**src/rtl/dmem_arb_pkg.sv**
```systemverilog
`default_nettype none
// ============================================================================
// Module      : dmem_arb_pkg
// Description : Shared types and default widths for the data-memory arbiter.
// Revision    : 1.0 - initial release
// ============================================================================
package dmem_arb_pkg;

    localparam int c_ADDR_W      = 10;
    localparam int c_DATA_W      = 32;
    localparam int c_LEN_W       = 4;
    localparam int c_MAX_CPU_RUN = 8;

    typedef enum logic [0:0] {
        IDLE      = 1'b0,
        EXT_BURST = 1'b1
    } state_t;

    typedef enum logic [1:0] {
        OWN_NONE = 2'd0,
        OWN_CPU  = 2'd1,
        OWN_EXT  = 2'd2
    } owner_t;

endpackage : dmem_arb_pkg
`default_nettype wire

```
**src/rtl/dmem_arbiter_if.sv**
```systemverilog
`default_nettype none
// ============================================================================
// Module      : dmem_arbiter_if
// Description : CPU, EXT and memory-side signals of the data-memory arbiter.
// Revision    : 1.0 - initial release
// ============================================================================
interface dmem_arbiter_if
    import dmem_arb_pkg::*;
#(
    parameter int ADDR_W = c_ADDR_W,
    parameter int DATA_W = c_DATA_W,
    parameter int LEN_W  = c_LEN_W
);
    logic              cpu_req;
    logic              cpu_we;
    logic [ADDR_W-1:0] cpu_addr;
    logic [DATA_W-1:0] cpu_wdata;
    logic [DATA_W-1:0] cpu_rdata;
    logic              cpu_stall;
    logic              ext_req;
    logic              ext_we;
    logic [ADDR_W-1:0] ext_addr;
    logic [DATA_W-1:0] ext_wdata;
    logic [LEN_W-1:0]  ext_len;
    logic              ext_gnt;
    logic              ext_rvalid;
    logic [DATA_W-1:0] ext_rdata;
    logic [ADDR_W-1:0] mem_addr;
    logic              mem_we;
    logic [DATA_W-1:0] mem_din;
    logic [DATA_W-1:0] mem_dout;

    // Arbiter side
    modport slave (
        input  cpu_req, cpu_we, cpu_addr, cpu_wdata,
        input  ext_req, ext_we, ext_addr, ext_wdata, ext_len,
        input  mem_dout,
        output cpu_rdata, cpu_stall,
        output ext_gnt, ext_rvalid, ext_rdata,
        output mem_addr, mem_we, mem_din
    );

    // Requester / memory side
    modport master (
        output cpu_req, cpu_we, cpu_addr, cpu_wdata,
        output ext_req, ext_we, ext_addr, ext_wdata, ext_len,
        output mem_dout,
        input  cpu_rdata, cpu_stall,
        input  ext_gnt, ext_rvalid, ext_rdata,
        input  mem_addr, mem_we, mem_din
    );

endinterface : dmem_arbiter_if
`default_nettype wire

```
**src/rtl/dmem_arb_burst_ctr.sv**
```systemverilog
`default_nettype none
// ============================================================================
// Module      : dmem_arb_burst_ctr
// Description : Latches EXT burst base/length/direction and steps the beat index.
// Revision    : 1.0 - initial release
// ============================================================================
module dmem_arb_burst_ctr
    import dmem_arb_pkg::*;
#(
    parameter int ADDR_W = c_ADDR_W,
    parameter int LEN_W  = c_LEN_W
) (
    input  wire logic              clk,
    input  wire logic              rst,
    input  wire logic              i_start,
    input  wire logic              i_advance,
    input  wire logic [ADDR_W-1:0] i_base,
    input  wire logic [LEN_W-1:0]  i_len,
    input  wire logic              i_we,
    output logic      [ADDR_W-1:0] o_addr,
    output logic                   o_last,
    output logic                   o_we
);

    logic [ADDR_W-1:0] r_base_q, w_base_d;
    logic [LEN_W-1:0]  r_len_q,  w_len_d;
    logic [LEN_W-1:0]  r_beat_q, w_beat_d;
    logic              r_we_q,   w_we_d;

    // Beat 0 is issued straight from the request, so the counter starts at 1.
    always_comb begin
        w_base_d = r_base_q;
        w_len_d  = r_len_q;
        w_beat_d = r_beat_q;
        w_we_d   = r_we_q;
        if (i_start) begin
            w_base_d = i_base;
            w_len_d  = i_len;
            w_beat_d = LEN_W'(1);
            w_we_d   = i_we;
        end else if (i_advance) begin
            w_beat_d = r_beat_q + LEN_W'(1);
        end
    end

    always_ff @(posedge clk) begin
        if (rst) begin
            r_base_q <= '0;
            r_len_q  <= '0;
            r_beat_q <= '0;
            r_we_q   <= 1'b0;
        end else begin
            r_base_q <= w_base_d;
            r_len_q  <= w_len_d;
            r_beat_q <= w_beat_d;
            r_we_q   <= w_we_d;
        end
    end

    assign o_addr = r_base_q + ADDR_W'(r_beat_q);
    assign o_last = (r_beat_q == r_len_q);
    assign o_we   = r_we_q;

endmodule : dmem_arb_burst_ctr
`default_nettype wire

```
**src/rtl/dmem_arbiter.sv**
```systemverilog
`default_nettype none
// ============================================================================
// Module      : dmem_arbiter
// Description : CPU/EXT arbiter for the single-port data memory with bounded
//               EXT starvation. Define DMEM_ARB_BURST_EN for EXT bursts.
// Revision    : 1.0 - initial release
// ============================================================================
module dmem_arbiter
    import dmem_arb_pkg::*;
#(
    parameter int ADDR_W      = c_ADDR_W,
    parameter int DATA_W      = c_DATA_W,
    parameter int MAX_CPU_RUN = c_MAX_CPU_RUN,
    parameter int LEN_W       = c_LEN_W
) (
    input  wire logic     clk,
    input  wire logic     rst,
    dmem_arbiter_if.slave bus
);

    localparam int                 c_CNT_W   = $clog2(MAX_CPU_RUN + 1);
    localparam logic [c_CNT_W-1:0] c_RUN_MAX = c_CNT_W'(MAX_CPU_RUN);

    owner_t            w_owner;
    logic              w_in_burst;
    logic              w_ext_we;
    logic [ADDR_W-1:0] w_ext_addr;
    logic              w_ext_gnt;
    logic              w_starved;
    logic [c_CNT_W-1:0] r_starve_cnt_q, w_starve_cnt_d;
    logic              r_rvalid_q, w_rvalid_d;
    logic [DATA_W-1:0] r_rdata_q,  w_rdata_d;

`ifdef DMEM_ARB_BURST_EN
    state_t            r_state_q, w_state_d;
    logic              w_start;
    logic              w_burst_last;
    logic              w_burst_we;
    logic [ADDR_W-1:0] w_burst_addr;

    assign w_in_burst = (r_state_q == EXT_BURST);
    assign w_start    = (r_state_q == IDLE) && w_ext_gnt && (bus.ext_len != '0);

    always_comb begin
        w_state_d = r_state_q;
        case (r_state_q)
            IDLE:      if (w_start)      w_state_d = EXT_BURST;
            EXT_BURST: if (w_burst_last) w_state_d = IDLE;
            default:                     w_state_d = IDLE;
        endcase
    end

    always_ff @(posedge clk) begin
        if (rst) r_state_q <= IDLE;
        else     r_state_q <= w_state_d;
    end

    dmem_arb_burst_ctr #(
        .ADDR_W (ADDR_W),
        .LEN_W  (LEN_W)
    ) u_burst_ctr (
        .clk       (clk),
        .rst       (rst),
        .i_start   (w_start),
        .i_advance (w_in_burst),
        .i_base    (bus.ext_addr),
        .i_len     (bus.ext_len),
        .i_we      (bus.ext_we),
        .o_addr    (w_burst_addr),
        .o_last    (w_burst_last),
        .o_we      (w_burst_we)
    );

    assign w_ext_we   = w_in_burst ? w_burst_we   : bus.ext_we;
    assign w_ext_addr = w_in_burst ? w_burst_addr : bus.ext_addr;
`else
    logic w_unused_len;
    assign w_unused_len = ^bus.ext_len;
    assign w_in_burst   = 1'b0;
    assign w_ext_we     = bus.ext_we;
    assign w_ext_addr   = bus.ext_addr;
`endif

    assign w_starved = (r_starve_cnt_q == c_RUN_MAX);

    always_comb begin
        w_owner = OWN_NONE;
        if (w_in_burst)                                   w_owner = OWN_EXT;
        else if (bus.ext_req && (!bus.cpu_req || w_starved)) w_owner = OWN_EXT;
        else if (bus.cpu_req)                             w_owner = OWN_CPU;
    end

    assign w_ext_gnt = (w_owner == OWN_EXT);

    // Non-owners never reach mem_we; idle cycles park the address on the CPU.
    always_comb begin
        bus.mem_addr  = bus.cpu_addr;
        bus.mem_we    = 1'b0;
        bus.mem_din   = bus.cpu_wdata;
        bus.cpu_stall = 1'b0;
        case (w_owner)
            OWN_CPU: bus.mem_we = bus.cpu_we;
            OWN_EXT: begin
                bus.mem_addr  = w_ext_addr;
                bus.mem_we    = w_ext_we;
                bus.mem_din   = bus.ext_wdata;
                bus.cpu_stall = bus.cpu_req;
            end
            default: ;
        endcase
    end

    always_comb begin
        w_starve_cnt_d = r_starve_cnt_q;
        if (!bus.ext_req || w_ext_gnt)
            w_starve_cnt_d = '0;
        else if ((w_owner == OWN_CPU) && !w_starved)
            w_starve_cnt_d = r_starve_cnt_q + c_CNT_W'(1);
        w_rvalid_d = w_ext_gnt && !w_ext_we;
        w_rdata_d  = w_rvalid_d ? bus.mem_dout : r_rdata_q;
    end

    always_ff @(posedge clk) begin
        if (rst) begin
            r_starve_cnt_q <= '0;
            r_rvalid_q     <= 1'b0;
            r_rdata_q      <= '0;
        end else begin
            r_starve_cnt_q <= w_starve_cnt_d;
            r_rvalid_q     <= w_rvalid_d;
            r_rdata_q      <= w_rdata_d;
        end
    end

    assign bus.cpu_rdata  = bus.mem_dout;
    assign bus.ext_gnt    = w_ext_gnt;
    assign bus.ext_rvalid = r_rvalid_q;
    assign bus.ext_rdata  = r_rdata_q;

endmodule : dmem_arbiter
`default_nettype wire
```
**src/flat_wrapper.sv**
```systemverilog
// flat-port wrapper written by rule: the top's interface ports become plain ports
module dmem_arbiter_flat import dmem_arb_pkg::*;
#(
    parameter int ADDR_W      = c_ADDR_W,
    parameter int DATA_W      = c_DATA_W,
    parameter int MAX_CPU_RUN = c_MAX_CPU_RUN,
    parameter int LEN_W       = c_LEN_W
)
  (clk, rst, bus_cpu_req, bus_cpu_we, bus_cpu_addr, bus_cpu_wdata, bus_ext_req, bus_ext_we, bus_ext_addr, bus_ext_wdata, bus_ext_len, bus_mem_dout, bus_cpu_rdata, bus_cpu_stall, bus_ext_gnt, bus_ext_rvalid, bus_ext_rdata, bus_mem_addr, bus_mem_we, bus_mem_din);
  dmem_arbiter_if #(.ADDR_W(ADDR_W), .DATA_W(DATA_W), .LEN_W(LEN_W)) bus_i ();
  input  wire logic clk;
  input  wire logic rst;
  input wire logic [$bits(bus_i.cpu_req)-1:0] bus_cpu_req;
  input wire logic [$bits(bus_i.cpu_we)-1:0] bus_cpu_we;
  input wire logic [$bits(bus_i.cpu_addr)-1:0] bus_cpu_addr;
  input wire logic [$bits(bus_i.cpu_wdata)-1:0] bus_cpu_wdata;
  input wire logic [$bits(bus_i.ext_req)-1:0] bus_ext_req;
  input wire logic [$bits(bus_i.ext_we)-1:0] bus_ext_we;
  input wire logic [$bits(bus_i.ext_addr)-1:0] bus_ext_addr;
  input wire logic [$bits(bus_i.ext_wdata)-1:0] bus_ext_wdata;
  input wire logic [$bits(bus_i.ext_len)-1:0] bus_ext_len;
  input wire logic [$bits(bus_i.mem_dout)-1:0] bus_mem_dout;
  output wire logic [$bits(bus_i.cpu_rdata)-1:0] bus_cpu_rdata;
  output wire logic [$bits(bus_i.cpu_stall)-1:0] bus_cpu_stall;
  output wire logic [$bits(bus_i.ext_gnt)-1:0] bus_ext_gnt;
  output wire logic [$bits(bus_i.ext_rvalid)-1:0] bus_ext_rvalid;
  output wire logic [$bits(bus_i.ext_rdata)-1:0] bus_ext_rdata;
  output wire logic [$bits(bus_i.mem_addr)-1:0] bus_mem_addr;
  output wire logic [$bits(bus_i.mem_we)-1:0] bus_mem_we;
  output wire logic [$bits(bus_i.mem_din)-1:0] bus_mem_din;
  assign bus_i.cpu_req = bus_cpu_req;
  assign bus_i.cpu_we = bus_cpu_we;
  assign bus_i.cpu_addr = bus_cpu_addr;
  assign bus_i.cpu_wdata = bus_cpu_wdata;
  assign bus_i.ext_req = bus_ext_req;
  assign bus_i.ext_we = bus_ext_we;
  assign bus_i.ext_addr = bus_ext_addr;
  assign bus_i.ext_wdata = bus_ext_wdata;
  assign bus_i.ext_len = bus_ext_len;
  assign bus_i.mem_dout = bus_mem_dout;
  assign bus_cpu_rdata = bus_i.cpu_rdata;
  assign bus_cpu_stall = bus_i.cpu_stall;
  assign bus_ext_gnt = bus_i.ext_gnt;
  assign bus_ext_rvalid = bus_i.ext_rvalid;
  assign bus_ext_rdata = bus_i.ext_rdata;
  assign bus_mem_addr = bus_i.mem_addr;
  assign bus_mem_we = bus_i.mem_we;
  assign bus_mem_din = bus_i.mem_din;
  dmem_arbiter #(.ADDR_W(ADDR_W), .DATA_W(DATA_W), .MAX_CPU_RUN(MAX_CPU_RUN), .LEN_W(LEN_W)) u_core (.clk(clk), .rst(rst), .bus(bus_i));
endmodule
```
**config.mk**
```make
export PLATFORM = sky130hd
export DESIGN_NAME = dmem_arbiter_flat
export DESIGN_NICKNAME = d
export VERILOG_FILES = /design/src/rtl/dmem_arb_pkg.sv /design/src/rtl/dmem_arbiter_if.sv /design/src/rtl/dmem_arb_burst_ctr.sv /design/src/rtl/dmem_arbiter.sv /design/src/flat_wrapper.sv
export SDC_FILE = /design/constraint.sdc
export NUM_CORES = 1
export LEC_CHECK = 0
export BUFFER_PORTS_ARGS = -buffer_cell sky130_fd_sc_hd__buf_2
export CAP_MARGIN = 30
export CORE_AREA = 2 2 91 93
export DETAILED_ROUTE_END_ITERATION = 8
export DIE_AREA = 0 0 93 95
export PLACE_DENSITY_LB_ADDON = 0.15
export SYNTH_ARGS = -nofsm -noshare
export SYNTH_HDL_FRONTEND = slang
export SYNTH_SLANG_ARGS = --single-unit
```
**constraint.sdc**
```tcl
create_clock -name clk -period 3.4 [get_ports clk]
set_input_delay 0.51 -clock clk [delete_from_list [all_inputs] [get_ports clk]]
set_output_delay 0.51 -clock clk [all_outputs]
set_load 0.05 [all_outputs]
```
After elaboration in Yosys (flattened, before gate mapping)
Index checks and enable logic that the tools add are counted.
- add/sub/neg operators: 1
- eq/ne operators: 3
- muxes and demuxes: 6
- reduce and logical (&&, ||, !) cells: 10
- operators with widths (cell ; number):
    32-bit 2-to-1 mux ; 1
    10-bit 2-to-1 mux ; 1
    4-bit by 1-bit adder with 4-bit output (second input constant) ; 1
    4-bit == test (second input constant) ; 1
    1-bit zero test ; 4
    1-bit logical AND ; 3
    2-bit by 1-bit == test with 1-bit output (second input constant) ; 1
    2-bit == test (second input constant) ; 1
    1-bit logical OR ; 2
    1-bit 2-to-1 mux ; 2
    2-bit 2-to-1 mux ; 1
    1-bit one-hot mux with 2 select lines ; 1
    2-bit OR reduction ; 1
- flip-flop bits (word level): 37
- input bits: 126
- output and inout port bits: 110
- word-level logic and storage cells: 23

Depth between registers and ports, before layout
- depth after elaboration: 7
- depth in mapped cells: 7
- depth with buffers taken out: 5

Worst setup path after synthesis
OpenSTA, ideal clock, no wires.
- path type: reg-to-output
- start point: register u_core.r_starve_cnt_q[0]
- end point: output port bus_cpu_stall
- arrival time: 1589 ps
- required time: 2890 ps
- slack: 1301 ps
- stages on the path, launching flop included: 8
- buffers on the path: 2
- cells stage by stage: dfxtp_1 > inv_1 > ha_1 > nand3b_4 > a21boi_2 > buf_6 > buf_12 > and2_1
- cells in the longest elaborated chain, start to end: 6
- ends and longest elaborated chain (what ; line ; RTL):
    start: declaration ; dmem_arbiter.sv:30 ; logic [c_CNT_W-1:0] r_starve_cnt_q, w_starve_cnt_d;
    start signal: assignment ; dmem_arbiter.sv:129 ; r_starve_cnt_q <= w_starve_cnt_d;
    4-bit == test ; dmem_arbiter.sv:84 ; assign w_starved = (r_starve_cnt_q == c_RUN_MAX);
    1-bit logical OR ; dmem_arbiter.sv:89 ; else if (bus.ext_req && (!bus.cpu_req || w_starved)) w_owner = OWN_EXT;
    1-bit logical AND ; dmem_arbiter.sv:89 ;
    2-bit 2-to-1 mux ; dmem_arbiter.sv:89 ;
    2-bit == test ; - ;
    named net bus_ext_gnt ; flat_wrapper.sv:25 ; output wire logic [$bits(bus_i.ext_gnt)-1:0] bus_ext_gnt;
    1-bit 2-to-1 mux ; dmem_arbiter.sv:101 ; case (w_owner)
    end: declaration ; flat_wrapper.sv:24 ; output wire logic [$bits(bus_i.cpu_stall)-1:0] bus_cpu_stall;
The timed path passes the listed nets, and every way through them passes these cells.

Final worst setup path
- start point: register u_core.r_starve_cnt_q[0]
- end point: output port bus_mem_addr[0]
- cells in the longest elaborated chain, start to end: 6
- ends and longest elaborated chain (what ; line ; RTL):
    4-bit == test ; dmem_arbiter.sv:84 ;
    1-bit logical OR ; dmem_arbiter.sv:89 ;
    1-bit logical AND ; dmem_arbiter.sv:89 ;
    2-bit 2-to-1 mux ; dmem_arbiter.sv:89 ;
    2-bit == test ; dmem_arbiter.sv:101 ;
    10-bit 2-to-1 mux ; dmem_arbiter.sv:101 ;
    end: declaration ; flat_wrapper.sv:28 ; output wire logic [$bits(bus_i.mem_addr)-1:0] bus_mem_addr;
Every way passes these cells.

==> reports/results.tsv <==
metric	value	unit
outcome	complete, no violations	
rrSetupSlack	1710	ps
worst_pin_slew	755	ps
yosysTopAreaCell	dfxtp_1	
synth_edf_count	0	
insertedDiodeCount	0	
insertion_delay	280	ps
postCtsHoldBufs	0	
core	7930	um^2
viasPerCell	4.20	
cp_cell_sequence	inv_1 > ha_1 > nand3b_4 > a21boi_4 > buf_12 > mux2_2 > buf_2	
crit_fanout	45	
final_common_cell	buf_2	
ir_drop	208	uV
cts_tree	done	
numCtsBuffers	5	
yosysUniqueCellTypes	22	
post_drt_wl_per_cell	13.0	um
die_w	93	um
rsz0062_at_grt	false	
crit_family	buffers and inverters	
power_density	362	nW/um^2
slowest_delay	380	ps
synth_area	2630	um^2
cts_num_sinks	37	
cp-end-kind	primary output	
timing.max_cap.violations	0	
clock_path_buffers	2	
yosysTopAreaCellShare	0.282	
ys_seq_area_frac	0.282	
grt_use_total	0.145	
fmax	382	MHz
whs	471	ps
skew	2.05	ps
syn_nets	371	
synth-seq-cells	37	
num-nets-final	564	
final_cell_mix	buf_2 (231), nand2b_1 (65), mux2_4 (37), dfxtp_1 (37), mux2i_1 (32)	
start_util	0.332	
grt_pass1_vias	2042	
dieArea	8840	um^2
arrival	2110	ps
setup_viol	0	
layout-drive-gt1-share	0.654	
path_clk_slew	80	ps
die_h	95	um
area_growth	38.5	%
crit_buf_inv	3	
syn_avg_cell_area	10.8	um^2
worstSetupStartpointType	flop	
dp_hpwl	5610	um
synthArstFlopShare	0	
critical_path_required	2890	ps
io_buffers	231	
via_count	2277	
slew_viol_final	0	
finalPower	1320	uW
dr.pass1.iters	4	
crit_slowest_cell	mux2_2	
htree_num_levels	2	
ant_nets	0	
min_period	2620	ps
grt_overflow_total	0	
finalWirelength	7060	um
drtIter0Drc	50	
grt_antenna_before_repair	0	
post-cts-setup-buffer-count	0	
utilization	0.460	
root_buffer	clkbuf_8	
yosys-top-cells-area	dfxtp_1 (28%), mux2_4 (21%), nand2b_1 (15%), mux2i_1 (12%), buf_4 (9.1%)	
cts_resized	0	
hold_class	flop to flop	
period_share	0.770	
setup_tns	0	ps
ys_warn_count	0	
synthCells	243	
hold_viol_final	0	
grt_pass1_wl	10200	um
drc_errors	0	
grt_max_degree	67	
path_class	flop to primary output	
p_leak	0.00189	uW
synthFlopType	dfxtp_1	
timing.slew.headroom	0.496	
gp_congestion	0.669	
fp-row-count	33	
io_pins	236	
==> cell type report <==
cell class	count	area, um^2
Multi-Input combinational cell	156	1490
Tap cell	105	131
Sequential cell	37	741
Clock buffer	6	72.6
Timing Repair Buffer	233	1180
Fill cell	826	4280
Inverter	3	11.3
Clock inverter	2	10.0
==> worst paths after layout <==
check,depth (start not counted),end,start
worst min-delay path,2,u_core.bus.ext_rdata[4],u_core.bus.ext_rdata[4]
worst max-delay path,7,bus_mem_addr[0],u_core.r_starve_cnt_q[0]
worst max register to register,6,u_core.bus.ext_rdata[14],u_core.r_starve_cnt_q[0]
worst min register to register,2,u_core.bus.ext_rdata[4],u_core.bus.ext_rdata[4]
==> power breakdown <==
group	total [uW]	switching (uW)	leakage, uW	internal (uW)
registers	454	7.00	0.000301	447
logic	560	372	0.00154	187
clock network	305	162	0.0000450	142
total	1320	542	0.00189	777
==> routing by layer <==
layer	wire (um)	part of all wire	GRT usage
met5	0	0	0
met4	78	0.011	0.0380
met3	769	0.11	0.0431
met2	3370	0.48	0.246
met1	2850	0.40	0.180
==> through the flow <==
step | setup WS (ps) | instance area [um^2] | instances
detailed placement | 1080 | 3560 | 534
floorplan | 1300 | 2630 | 243
CTS | 757 | 3640 | 542
global placement | 1110 | 3560 | 534
global route | 679 | 3640 | 542
finish | 782 | 3640 | 542
==> kinds of logic after synthesis <==
| group | Yosys count | share of synthesized area |
|---|---|---|
| xor+xnor | 2 | 0.00666 |
| compound gates | 3 | 0.0143 |
| simple gates | 75 | 0.180 |
| mux | 74 | 0.354 |
| buf+inv | 50 | 0.153 |
| fa+ha+maj | 2 | 0.00951 |
| flops | 37 | 0.282 |
==> Yosys cell counts, types with 3 or more instances <==
library cell / n
mux2_4: 37
nor2_1: 4
inv_1: 3
nand2b_1: 65
mux2_2: 5
mux2i_1: 32
buf_4: 32
buf_6: 4
dfxtp_1: 37
buf_12: 4
clkbuf_1: 7
==> flip-flops by register name, summed over array words and instances (netlist names) <==
register and flops:
u_core.r_starve_cnt_q 4, u_core.bus.ext_rvalid 1, u_core.bus.ext_rdata 32
==> tightest hold or removal path, delay by kind of cell, from the launching register on <==
kind / cells / cell delay, ps
AND/OR/NAND/NOR: 1 / 60
multiplexers: 1 / 50
flip-flops: 1 / 310
Power figures use the tool's default switching activity.
